### config.mk
export PLATFORM = sky130hd
export DESIGN_NAME = game_stats_counter_flat
export DESIGN_NICKNAME = d
export VERILOG_FILES = /design/src/rtl/game_stats_counter_if.sv /design/src/rtl/game_stats_counter.sv /design/src/flat_wrapper.sv
export SDC_FILE = /design/constraint.sdc
export NUM_CORES = 1
export LEC_CHECK = 0
export CORE_MARGIN = 3
export CORE_UTILIZATION = 51
export DETAILED_ROUTE_END_ITERATION = 12
export MAX_ROUTING_LAYER = met4
export PLACE_DENSITY = 0.93
export SYNTH_ARGS = -nofsm -noshare
export SYNTH_HDL_FRONTEND = slang
export SYNTH_SLANG_ARGS = --single-unit
### constraint.sdc
create_clock -name CLK50MHZ -period 7.93 [get_ports CLK50MHZ]
set_input_delay 1.586 -clock CLK50MHZ [delete_from_list [all_inputs] [get_ports CLK50MHZ]]
set_output_delay 1.586 -clock CLK50MHZ [all_outputs]
set_load 0.1 [all_outputs]
### src/rtl/game_stats_counter_if.sv
// Bundles the game control inputs and the display-facing outputs of game_stats_counter.
// With GAME_PAUSE_EN defined the bundle also carries the pause level.
interface game_stats_counter_if;
    logic        start;
    logic        hit;
`ifdef GAME_PAUSE_EN
    logic        pause;
`endif
    logic [31:0] timer;
    logic [31:0] currentScore;
    logic [31:0] highScore;
    logic        running;
    logic        gameOver;

`ifdef GAME_PAUSE_EN
    modport master (output start, hit, pause,
                    input  timer, currentScore, highScore, running, gameOver);
    modport slave  (input  start, hit, pause,
                    output timer, currentScore, highScore, running, gameOver);
`else
    modport master (output start, hit,
                    input  timer, currentScore, highScore, running, gameOver);
    modport slave  (input  start, hit,
                    output timer, currentScore, highScore, running, gameOver);
`endif
endinterface

### src/rtl/game_stats_counter.sv
// Game countdown timer, hit score and best-score keeper feeding a two-digit display.
// Optional macro GAME_PAUSE_EN adds a pause input that freezes the running game.
module game_stats_counter #(
    parameter int CLK_HZ       = 50000000,
    parameter int GAME_SECONDS = 60,
    parameter int SCORE_MAX    = 99
) (
    input  logic                  CLK50MHZ,
    input  logic                  RESETN,
    game_stats_counter_if.slave   bus
);
    localparam int PW = (CLK_HZ > 1) ? $clog2(CLK_HZ) : 1;
    localparam logic [PW-1:0] PRESC_LAST = PW'(CLK_HZ - 1);
    localparam logic [PW-1:0] PRESC_ONE  = PW'(1);
    localparam logic [PW-1:0] PRESC_ZERO = PW'(0);
    localparam logic [6:0]    GAME_SEC   = 7'(GAME_SECONDS);
    localparam logic [6:0]    SCORE_LIM  = 7'(SCORE_MAX);

    typedef enum logic [1:0] {
        ST_IDLE = 2'd0,
        ST_RUN  = 2'd1,
        ST_DONE = 2'd2
    } state_t;

    state_t          state_q, state_d;
    logic [PW-1:0]   presc_q, presc_d;
    logic [6:0]      timer_q, timer_d;
    logic [6:0]      score_q, score_d;
    logic [6:0]      high_q, high_d;
    logic            start_q, start_d;
    logic            hit_q, hit_d;
    logic            running_q, running_d;
    logic            gameover_q, gameover_d;

    logic            start_re_s;
    logic            hit_re_s;
    logic            pause_s;
    logic            tick_s;
    logic [6:0]      score_inc_s;

`ifdef GAME_PAUSE_EN
    assign pause_s = bus.pause;
`else
    assign pause_s = 1'b0;
`endif

    assign start_re_s = bus.start & ~start_q;
    assign hit_re_s   = bus.hit & ~hit_q;
    assign tick_s     = (state_q == ST_RUN) && !pause_s && (presc_q == PRESC_LAST);

    // Next-state, counter and score computation
    always_comb begin
        state_d     = state_q;
        presc_d     = presc_q;
        timer_d     = timer_q;
        score_d     = score_q;
        high_d      = high_q;
        start_d     = bus.start;
        hit_d       = bus.hit;

        if (hit_re_s && (score_q < SCORE_LIM)) begin
            score_inc_s = score_q + 7'd1;
        end else begin
            score_inc_s = score_q;
        end

        case (state_q)
            ST_IDLE, ST_DONE: begin
                presc_d = PRESC_ZERO;
                if (start_re_s) begin
                    state_d = ST_RUN;
                    timer_d = GAME_SEC;
                    score_d = 7'd0;
                end else begin
                    state_d = state_q;
                end
            end
            ST_RUN: begin
                // Pause freezes the whole game, including the partial second.
                if (pause_s) begin
                    presc_d = presc_q;
                end else begin
                    score_d = score_inc_s;
                    if (tick_s) begin
                        presc_d = PRESC_ZERO;
                        if (timer_q > 7'd1) begin
                            timer_d = timer_q - 7'd1;
                        end else begin
                            timer_d = 7'd0;
                            state_d = ST_DONE;
                            high_d  = (score_inc_s > high_q) ? score_inc_s : high_q;
                        end
                    end else begin
                        presc_d = presc_q + PRESC_ONE;
                    end
                end
            end
            default: begin
                state_d = ST_IDLE;
                presc_d = PRESC_ZERO;
            end
        endcase

        running_d  = (state_d == ST_RUN);
        gameover_d = (state_d == ST_DONE);
    end

    // State and output registers
    always_ff @(posedge CLK50MHZ or negedge RESETN) begin
        if (!RESETN) begin
            state_q    <= ST_IDLE;
            presc_q    <= PRESC_ZERO;
            timer_q    <= GAME_SEC;
            score_q    <= 7'd0;
            high_q     <= 7'd0;
            start_q    <= 1'b0;
            hit_q      <= 1'b0;
            running_q  <= 1'b0;
            gameover_q <= 1'b0;
        end else begin
            state_q    <= state_d;
            presc_q    <= presc_d;
            timer_q    <= timer_d;
            score_q    <= score_d;
            high_q     <= high_d;
            start_q    <= start_d;
            hit_q      <= hit_d;
            running_q  <= running_d;
            gameover_q <= gameover_d;
        end
    end

    assign bus.timer        = {25'd0, timer_q};
    assign bus.currentScore = {25'd0, score_q};
    assign bus.highScore    = {25'd0, high_q};
    assign bus.running      = running_q;
    assign bus.gameOver     = gameover_q;
endmodule
### src/flat_wrapper.sv
// flat-port wrapper written by rule: the top's interface ports become plain ports
module game_stats_counter_flat 
#(
    parameter int CLK_HZ       = 50000000,
    parameter int GAME_SECONDS = 60,
    parameter int SCORE_MAX    = 99
)
  (CLK50MHZ, RESETN, bus_start, bus_hit, bus_timer, bus_currentScore, bus_highScore, bus_running, bus_gameOver);
  game_stats_counter_if bus_i ();
  input  logic CLK50MHZ;
  input  logic RESETN;
  input wire logic [$bits(bus_i.start)-1:0] bus_start;
  input wire logic [$bits(bus_i.hit)-1:0] bus_hit;
  output wire logic [$bits(bus_i.timer)-1:0] bus_timer;
  output wire logic [$bits(bus_i.currentScore)-1:0] bus_currentScore;
  output wire logic [$bits(bus_i.highScore)-1:0] bus_highScore;
  output wire logic [$bits(bus_i.running)-1:0] bus_running;
  output wire logic [$bits(bus_i.gameOver)-1:0] bus_gameOver;
  assign bus_i.start = bus_start;
  assign bus_i.hit = bus_hit;
  assign bus_timer = bus_i.timer;
  assign bus_currentScore = bus_i.currentScore;
  assign bus_highScore = bus_i.highScore;
  assign bus_running = bus_i.running;
  assign bus_gameOver = bus_i.gameOver;
  game_stats_counter #(.CLK_HZ(CLK_HZ), .GAME_SECONDS(GAME_SECONDS), .SCORE_MAX(SCORE_MAX)) u_core (.CLK50MHZ(CLK50MHZ), .RESETN(RESETN), .bus(bus_i));
endmodule
==> flow_metrics.env <==
export IMPL_tightestPinTransition_ns=1.03
export IMPL_vdd_ir_drop_max_mv=0.101
export IMPL_post_dp_hpwl_um=4900
export IMPL_cp_startpoint="bus_hit"
export IMPL_drcViolationCount=0
export IMPL_critical_path_cell_chain="clkdlybuf4s50_1 > and3b_1 > o21ai_0 > o21ai_0 > ha_1 > a21oi_1 > a21oi_1 > nor3_1 > or3_1 > mux2_4"
export IMPL_avgRoutedWirePerCell_um=13.8
export IMPL_critPathLaunchType="input pin"
export IMPL_grt_usage_pct=17.8
export IMPL_fin_total_pwr_w=0.000986
export IMPL_min_from="u_core.presc_q[0]"
export IMPL_post_cts_buffers=0
export IMPL_rr_startpoint="u_core.score_q[0]"
export IMPL_max_cap_violations=0
export IMPL_finalCritPeriodShare_pct=52.2
export IMPL_syn_area_per_cell_um2=9.45
export IMPL_p_sw_w=0.000520
export IMPL_synthTopCellsByArea="dfrtp_1 (36%), buf_4 (17%), nor2_1 (4.3%), xor2_1 (4.1%), ha_1 (4.0%)"
export IMPL_gp_congestion=0.883
export IMPL_yosys_area_top_type="dfrtp_1"
export IMPL_dpl_worst_slack_ns=3.46
export IMPL_ys_seq_area_share_pct=39.1
export IMPL_antenna_left=0
export IMPL_combinationalPowerShare_pct=48.9
export IMPL_fmax_ghz=0.241
export IMPL_std_cell_rows=29
export IMPL_drt_pass1_iterations=4
export IMPL_max_slew_margin_pct=30.9
export IMPL_ios=102
export IMPL_power_internal_w=0.000466
export IMPL_synthCells=360
export IMPL_max_stage_delay_ns=0.48
export IMPL_grt_max_degree=54
export IMPL_ys_flop_type="dfrtp_1"
export IMPL_numCtsBuffers=5
export IMPL_report_final_slew_viol_count=0
export IMPL_yosys_warnings=0
export IMPL_drtIter0Drc=159
export IMPL_status="finished clean"
export IMPL_synthArstFlopShare_pct=100
export IMPL_crit_slowest_cell="clkdlybuf4s50_1"
export IMPL_synth_edf_count=0
export IMPL_clkSinkCount=53
export IMPL_grt_pass1_vias=2220
export IMPL_die_area_um2=7680
export IMPL_crit_family="simple AND/OR/NAND/NOR gates"
export IMPL_yosysTopAreaCellShare_pct=36.1
export IMPL_synth_seq_cells=53
export IMPL_crit_path_end_kind="register"
export IMPL_core_area_um2=6420
export IMPL_dpl_instance_area_um2=3450
export IMPL_skew_ns=0.0148
export IMPL_cp_max_fo=7
export IMPL_initial_core_util_pct=53.0
export IMPL_netlist_area_um2=3400
export IMPL_nNetsFinal=403
export IMPL_die_h_um=87.7
export IMPL_portBuffers=26
export IMPL_crit_required_ns=8.14
export IMPL_power_density_nw_per_um2=279
export IMPL_vias=2431
export IMPL_rsz0062_at_grt="false"
export IMPL_antenna_found_initial=0
export IMPL_drive_above_1_share_pct=7.71
export IMPL_h_tree_depth=2
export IMPL_cts_resized=0
export IMPL_grt_pass1_wl_um=10500
export IMPL_clockBufferDepth=2
export IMPL_totalWireLength_um=6420
export IMPL_min_path_type="reg2reg"
export IMPL_setup_ws_ns=3.79
export IMPL_clock_root_buffer="clkbuf_8"
export IMPL_p_clk_share_pct=16.0
export IMPL_vias_per_cell=5.22
export IMPL_num_antenna_cells=0
export IMPL_syn_to_final_growth_pct=4.01
export IMPL_clkTransAtPathRegs_ns=0.10
export IMPL_final_cell_mix="conb_1 (75), dfrtp_1 (49), nor2_1 (39), clkdlybuf4s50_1 (25), nand2_1 (21)"
export IMPL_final_common_cell="conb_1"
export IMPL_seq_power_share_pct=35.1
export IMPL_final_area_um2=3540
export IMPL_setup_tns_ns=0
export IMPL_ys_types=50
export IMPL_whs_path_depth=1
export IMPL_path_class="in2reg"
export IMPL_setup_violations=0
export IMPL_clock_latency_ns=0.32
export IMPL_hold_viol=0
export IMPL_post_route_min_period_ns=4.14
export IMPL_grt_remaining_overflow=0
export IMPL_path_depth=10
export IMPL_path_buf_inv=1
export IMPL_switching_share_pct=52.7
export IMPL_p_leak_nw=1.65
export IMPL_cp_arrival_ns=4.35
export IMPL_die_width_um=87.7
export IMPL_cts_tree="built"
export IMPL_cts_hold_fix_buffers=0
export IMPL_reg2reg_depth=10
cell type report:
type	count	area, µm²
flip-flops and latches	53	1330
multi-input cells	288	1710
repair buffers	27	263
clock inverters	3	21.3
inverters	13	48.8
fillers	547	2890
clock buffers	5	68.8
well taps	77	96.3
synth_stat cells (2+ instances only):
| cell | n |
|---|---|
| o41ai_1 | 2 |
| a211oi_1 | 2 |
| inv_1 | 13 |
| o22ai_1 | 2 |
| nand2b_1 | 3 |
| clkbuf_1 | 3 |
| o21ai_0 | 18 |
| nor4b_1 | 2 |
| xnor2_1 | 11 |
| o2bb2ai_1 | 3 |
| or2_2 | 2 |
| buf_4 | 75 |
| o311ai_0 | 2 |
| nor4_1 | 3 |
| dfstp_2 | 4 |
| xor2_1 | 16 |
| a21oi_1 | 4 |
| nand2_1 | 21 |
| nor4_4 | 2 |
| nor3_1 | 5 |
| and4_1 | 2 |
| nor2_1 | 39 |
| or3_1 | 4 |
| mux2_4 | 6 |
| and3_1 | 7 |
| dfrtp_1 | 49 |
| nand4_1 | 9 |
| mux2i_1 | 2 |
| ha_1 | 11 |
| nand3_1 | 16 |
| nor2b_1 | 3 |
flip-flops by register name, summed over array words and instances, names as in the netlist:
name / cells
u_core.bus.gameOver: 1
u_core.state_q: 2
u_core.score_q: 7
u_core.high_q: 7
u_core.bus.running: 1
u_core.presc_q: 26
u_core.start_q: 1
u_core.hit_q: 1
u_core.timer_q: 7
cell families (layout without fill, tap and decap cells):
logic type	Yosys count	count (layout)	share of synthesized area [%]
AOI/OAI and AO/OA	38	38	7.03
xor gates and xnor gates	27	27	6.95
adders and majority gates	11	11	4.05
buffers and inverters	93	48	18.8
DFF	53	53	39.1
muxes	9	9	3.57
other	1	75	0.110
and+or+nand+nor	128	128	20.3
power groups by stage:
stage | Sequential (W) | Combinational, W | Clock (W)
5_1_grt | 0.000352 | 0.000512 | 0.000172
6_report | 0.000346 | 0.000482 | 0.000158
4_1_cts | 0.000345 | 0.000482 | 0.000163
3_3_place_gp | 0.000348 | 0.000465 | 0
2_1_floorplan | 0.000462 | 0.000310 | 0
3_5_place_dp | 0.000350 | 0.000481 | 0
per-layer routing:
| layer | track usage, % | vias up | share of wire (%) |
|---|---|---|---|
| li1 | - | 1138 | - |
| met2 | 30.5 | 96 | 52 |
| met3 | 3.67 | 5 | 6.1 |
| met4 | 5.30 | 0 | 0.98 |
| met5 | - | - | 0 |
| met1 | 21.1 | 1192 | 41 |
stage by stage:
stage	hold slack [ns]	utilization (%)	std cells
final	0.508	55.1	466
after global routing	0.537	55.1	466
after CTS	0.507	55.1	466
after detailed placement	0.492	53.7	458
after global placement	0.480	53.7	458
after floorplan	0.455	-	434
final timing paths:
path                                       endpoint  slack (ns)
worst min-delay path              u_core.presc_q[0]        0.51
max in group asynchronous       u_core.bus.gameOver        6.11
worst max register to register     u_core.high_q[3]        4.77
min in group asynchronous        u_core.bus.running        1.37
worst min register to register    u_core.presc_q[0]        0.51
worst max-delay path               u_core.high_q[3]        3.79
No activity file was read; power rests on OpenSTA's default activity.
